<file path="config.mk">
export PLATFORM = sky130hd
export DESIGN_NAME = buffer_mem_arbiter
export DESIGN_NICKNAME = d
export VERILOG_FILES = /design/src/rtl/buffer_mem_arbiter.sv
export SDC_FILE = /design/constraint.sdc
export NUM_CORES = 1
export LEC_CHECK = 0
export CORE_MARGIN = 5
export CORE_UTILIZATION = 43
export DETAILED_ROUTE_END_ITERATION = 12
export PLACE_DENSITY = 0.85
export SYNTH_ARGS = -nofsm -noshare
export SYNTH_HDL_FRONTEND = slang
export SYNTH_SLANG_ARGS = --single-unit
</file>
<file path="constraint.sdc">
create_clock -name clk -period 6.2 [get_ports clk]
set_input_delay 1.24 -clock clk [delete_from_list [all_inputs] [get_ports clk]]
set_output_delay 1.24 -clock clk [all_outputs]
set_load 0.1 [all_outputs]
</file>
<file path="src/rtl/buffer_mem_arbiter.sv">
// Arbiter for the single-port buffer SRAM. It serves three requesters: array result writeback (RES),
// host write (WR) and host readback (RD). Memory-side signals are registered, and read data returns two cycles after accept.
module buffer_mem_arbiter #(
    parameter int ADDR_SIZE    = 10,
    parameter int WORD_SIZE    = 16,
    parameter int STARVE_LIMIT = 8
) (
    input  logic                 clk,
    input  logic                 reset_n,
    input  logic                 res_valid,
    output logic                 res_ready,
    input  logic [ADDR_SIZE-1:0] res_addr,
    input  logic [WORD_SIZE-1:0] res_data,
    input  logic                 wr_valid,
    output logic                 wr_ready,
    input  logic [ADDR_SIZE-1:0] wr_addr,
    input  logic [WORD_SIZE-1:0] wr_data,
    input  logic                 rd_valid,
    output logic                 rd_ready,
    input  logic [ADDR_SIZE-1:0] rd_addr,
    output logic                 rd_rvalid,
    output logic [WORD_SIZE-1:0] rd_rdata,
    output logic [ADDR_SIZE-1:0] mem_addr,
    output logic [WORD_SIZE-1:0] mem_w_data,
    output logic                 mem_w_en,
    output logic                 mem_r_en,
    input  logic [WORD_SIZE-1:0] mem_r_data,
    output logic [1:0]           grant
);

    localparam logic [7:0] LIMIT = 8'(STARVE_LIMIT);

    logic [7:0]           starve_cnt_reg, starve_cnt_next;
    logic                 starved;
    logic [ADDR_SIZE-1:0] mem_addr_reg;
    logic [WORD_SIZE-1:0] mem_w_data_reg;
    logic                 mem_w_en_reg, mem_r_en_reg;
    logic [1:0]           grant_reg;
    logic                 rd_pend_reg;
    logic [WORD_SIZE-1:0] rdata_hold_reg;

    // A starved reader jumps ahead of both writers; readies stay low during reset.
    always_comb begin
        starved   = rd_valid && (starve_cnt_reg == LIMIT);
        res_ready = reset_n && res_valid && !starved;
        wr_ready  = reset_n && wr_valid && !res_valid && !starved;
        rd_ready  = reset_n && rd_valid && (starved || (!res_valid && !wr_valid));
    end

    always_comb begin
        starve_cnt_next = starve_cnt_reg;
        if (!rd_valid || rd_ready) begin
            starve_cnt_next = 8'd0;
        end else if (starve_cnt_reg != LIMIT) begin
            starve_cnt_next = starve_cnt_reg + 8'd1;
        end
    end

    always_ff @(posedge clk or negedge reset_n) begin
        if (!reset_n) begin
            starve_cnt_reg <= 8'd0;
            mem_addr_reg   <= '0;
            mem_w_data_reg <= '0;
            mem_w_en_reg   <= 1'b0;
            mem_r_en_reg   <= 1'b0;
            grant_reg      <= 2'd0;
            rd_pend_reg    <= 1'b0;
            rdata_hold_reg <= '0;
        end else begin
            starve_cnt_reg <= starve_cnt_next;
            mem_w_en_reg   <= res_ready || wr_ready;
            mem_r_en_reg   <= rd_ready;
            if (res_ready) begin
                mem_addr_reg   <= res_addr;
                mem_w_data_reg <= res_data;
                grant_reg      <= 2'd1;
            end else if (wr_ready) begin
                mem_addr_reg   <= wr_addr;
                mem_w_data_reg <= wr_data;
                grant_reg      <= 2'd2;
            end else if (rd_ready) begin
                mem_addr_reg   <= rd_addr;
                grant_reg      <= 2'd3;
            end else begin
                grant_reg      <= 2'd0;
            end
            // SRAM data appears the cycle after mem_r_en, so the return flag trails it by one.
            rd_pend_reg <= mem_r_en_reg;
            if (rd_pend_reg) begin
                rdata_hold_reg <= mem_r_data;
            end
        end
    end

    assign mem_addr   = mem_addr_reg;
    assign mem_w_data = mem_w_data_reg;
    assign mem_w_en   = mem_w_en_reg;
    assign mem_r_en   = mem_r_en_reg;
    assign grant      = grant_reg;
    assign rd_rvalid  = rd_pend_reg;
    assign rd_rdata   = rd_pend_reg ? mem_r_data : rdata_hold_reg;

endmodule

</file>
==> impl_results.md <==
- Worst VDD drop: 0.0002677 V
- Post-route ant nets: 0
- Highest routed layer: met4
- Worst Reg-to-Reg Cells: 6
- #FFs+latches synth: 55
- Placed cell area: 3986 um2
- Final Hold Slack: 378.8 ps
- CP max FO: 16
- Worst endpoint data arrival time: 3800 ps
- P&R area growth vs syn: 54.75%
- Core Box Area: 5921 um2
- RR Startpoint: starve_cnt_reg[0]
- Worst hold start: mem_r_en
- Initial antenna violation count: 0
- Status: finished clean
- Sequential share of the synthesized area: 52.28%
- Fin Clk Skew: 5.335 ps
- First-pass GRT wire length: 12270 um
- Largest area contributor in the synthesized netlist: dfrtp_1
- Final period utilization: 81.32%
- I/O Buffers: 132
- Syn. warnings: 0
- Synth Net Count: 309
- RePlAce Congestion: 0.8687
- I/O pins: 133
- Crit Path Class: in2out
- CTS-repair resized insts: 0
- Die area: 7787 um2
- Relative slew slack: 15.01%
- Row count: 28
- Clk slew on worst S/H paths: 100 ps
- Fmax: 198.3 MHz
- Placed cell count: 419
- Layout cell share with drive strength beyond 1: 11.65%
- CTS tree: yes
- RSZ-0062 raised after global routing: no
- Routed length per instance: 18.59 um
- Starting Density: 44.46%
- Leak: 1.633 nW
- Drt total wl: 7940 um
- Worst-skew pair later-pin latency: 310 ps
- Die Ht: 88.25 um
- # hold bufs at CTS: 0
- Worst hold path class: reg2reg
- Via count: 2392
- Num Clock Sinks: 55
- Endpoints failing setup: 0
- Largest net degree at the start of global routing: 57
- Worst Setup End Kind: output pin
- Total track usage: 20.19%
- Mapped Area: 2633 um2
- Hpwl dp: 5969 um
- Synth Area per Inst: 11.75 um2
- Die width: 88.25 um
- Synth Instances: 224
- CTS max path bufs: 2
- Max-Cap Viols: 0
- Initial drt markers: 150
- WP data required: 4960 ps
- Period minus WS final: 5042 ps
- Met3 wire length: 567 um
- Startpoint Class: input port
- Hold Crit Depth: 0
- GR Overflow Total: 0
- Metal2 WL: 3973 um
- Cell variety after synth: 38
- Number of setup buffers added after CTS: 0
- # DRC: 0
- H-tree Lvls: 2
- Via-to-Cell Ratio: 5.602
- Worst setup path start: wr_valid
- Clk root buf: clkbuf_8
- Nets: 436
- Fill count: 480
- Synth top area share: 52.28%
- Antenna diodes: 0
- Vias in the first global route: 2422
- Fin. Hold Viols: 0
- PwrDens: 316.7 nW/um2
- Drt pass-1 iters: 5
- Cts bufs inserted: 5
- Synth area leaders: dfrtp_1, mux2_2, a221o_1
- Post-Layout Cell Count: 427
- Worst-Margin Slew: 1272 ps
- M1 WL: 3258 um
- Sum of negative setup slack: 0 ps
- Post-Route Utilization: 68.81%
- Post-route cell area: 4074 um2
- Slew Limit Fails: 0
[final timing paths]
| kind | to | slack [ps] |
|---|---|---|
| worst min-delay path | rd_rvalid | 380 |
| max in group asynchronous | mem_w_data[4] | 4420 |
| worst max register to register | mem_w_data[7] | 3680 |
| worst max-delay path | wr_ready | 1160 |
| min in group asynchronous | mem_w_data[15] | 820 |
| worst min register to register | rd_rvalid | 380 |
[synthesized netlist by cell type]
library cell,count
nor3_1,1
a21bo_2,1
or4b_4,1
a32o_1,16
inv_2,1
dfrtp_1,55
ha_1,2
mux2_2,16
o211ai_2,1
o21ai_1,11
and3_2,1
o22ai_1,10
o21a_1,11
nand2b_1,1
clkbuf_1,8
buf_1,2
inv_1,3
nor4b_4,1
buf_2,2
and3_1,1
a221o_1,16
nand4bb_2,1
buf_4,2
a31oi_2,1
xnor2_1,1
o21ai_4,1
nor2_2,1
o21bai_1,1
nor2_1,11
buf_6,1
nand2_1,2
a21boi_0,1
a21oi_1,24
nor3b_1,1
nor3b_2,1
xor2_1,5
nor2b_1,3
nand3_1,6
[layout make-up]
class,count,area [um2],share of cell area (%)
clock buffer,5,68.82,1.689
clock inverter,3,18.77,0.4607
inverter,4,15.01,0.3686
multi-input combinational,150,1167,28.65
sequential,55,1376,33.78
tap,75,93.84,2.303
timing repair buffer,135,1334,32.74
[cells in the final DEF, fill, tap and decap left out, types with 2 or more instances in the layout]
cell type,n
o21a_1,11
buf_4,5
mux2_2,16
clkinv_2,2
clkbuf_8,5
xor2_1,5
nand3_1,6
nand2_1,2
o22ai_1,10
a221o_1,16
dfrtp_1,55
nor2_1,11
clkdlybuf4s50_1,129
o21ai_1,11
ha_1,2
a21oi_1,24
inv_1,3
a32o_1,16
nor2b_1,3
[layer usage]
layer	track usage [%]	vias up
li1	-	1119
met4	6.868	0
met5	0	-
met1	25.61	1171
met2	34.60	89
met3	3.911	13
[worst max-delay path: stages]
cell and delay [ps]:
clkdlybuf4s50_1 800, nand2b_1 390, nor2_1 210, clkdlybuf4s50_1 1150
[cells by family after synthesis]
family                     Yosys count  share of synthesized area, %
and+or+nand+nor                     32                         7.700
DFF                                 55                         52.28
muxes                               16                         6.844
AOI/OAI and AO/OA                   94                         26.85
buffers and inverters               19                         3.374
xor gates and xnor gates             6                         1.996
adders and majority gates            2                        0.9504
[power by group]
part	total [W]	internal (W)	switching [W]
clock network	0.000195	0.0000797	0.000115
logic	0.000658	0.000183	0.000475
registers	0.000437	0.000409	0.0000275
[per-stage QoR]
| stage | setup WS (ps) | total power, W |
|---|---|---|
| after floorplan | 860.3 | 0.0009183 |
| after global placement | 1226 | 0.001095 |
| after detailed placement | 1181 | 0.001105 |
| after CTS | 1181 | 0.001302 |
| after global routing | 1069 | 0.001338 |
| final | 1158 | 0.001290 |
Note: power is estimated with default switching activity, not from simulation.
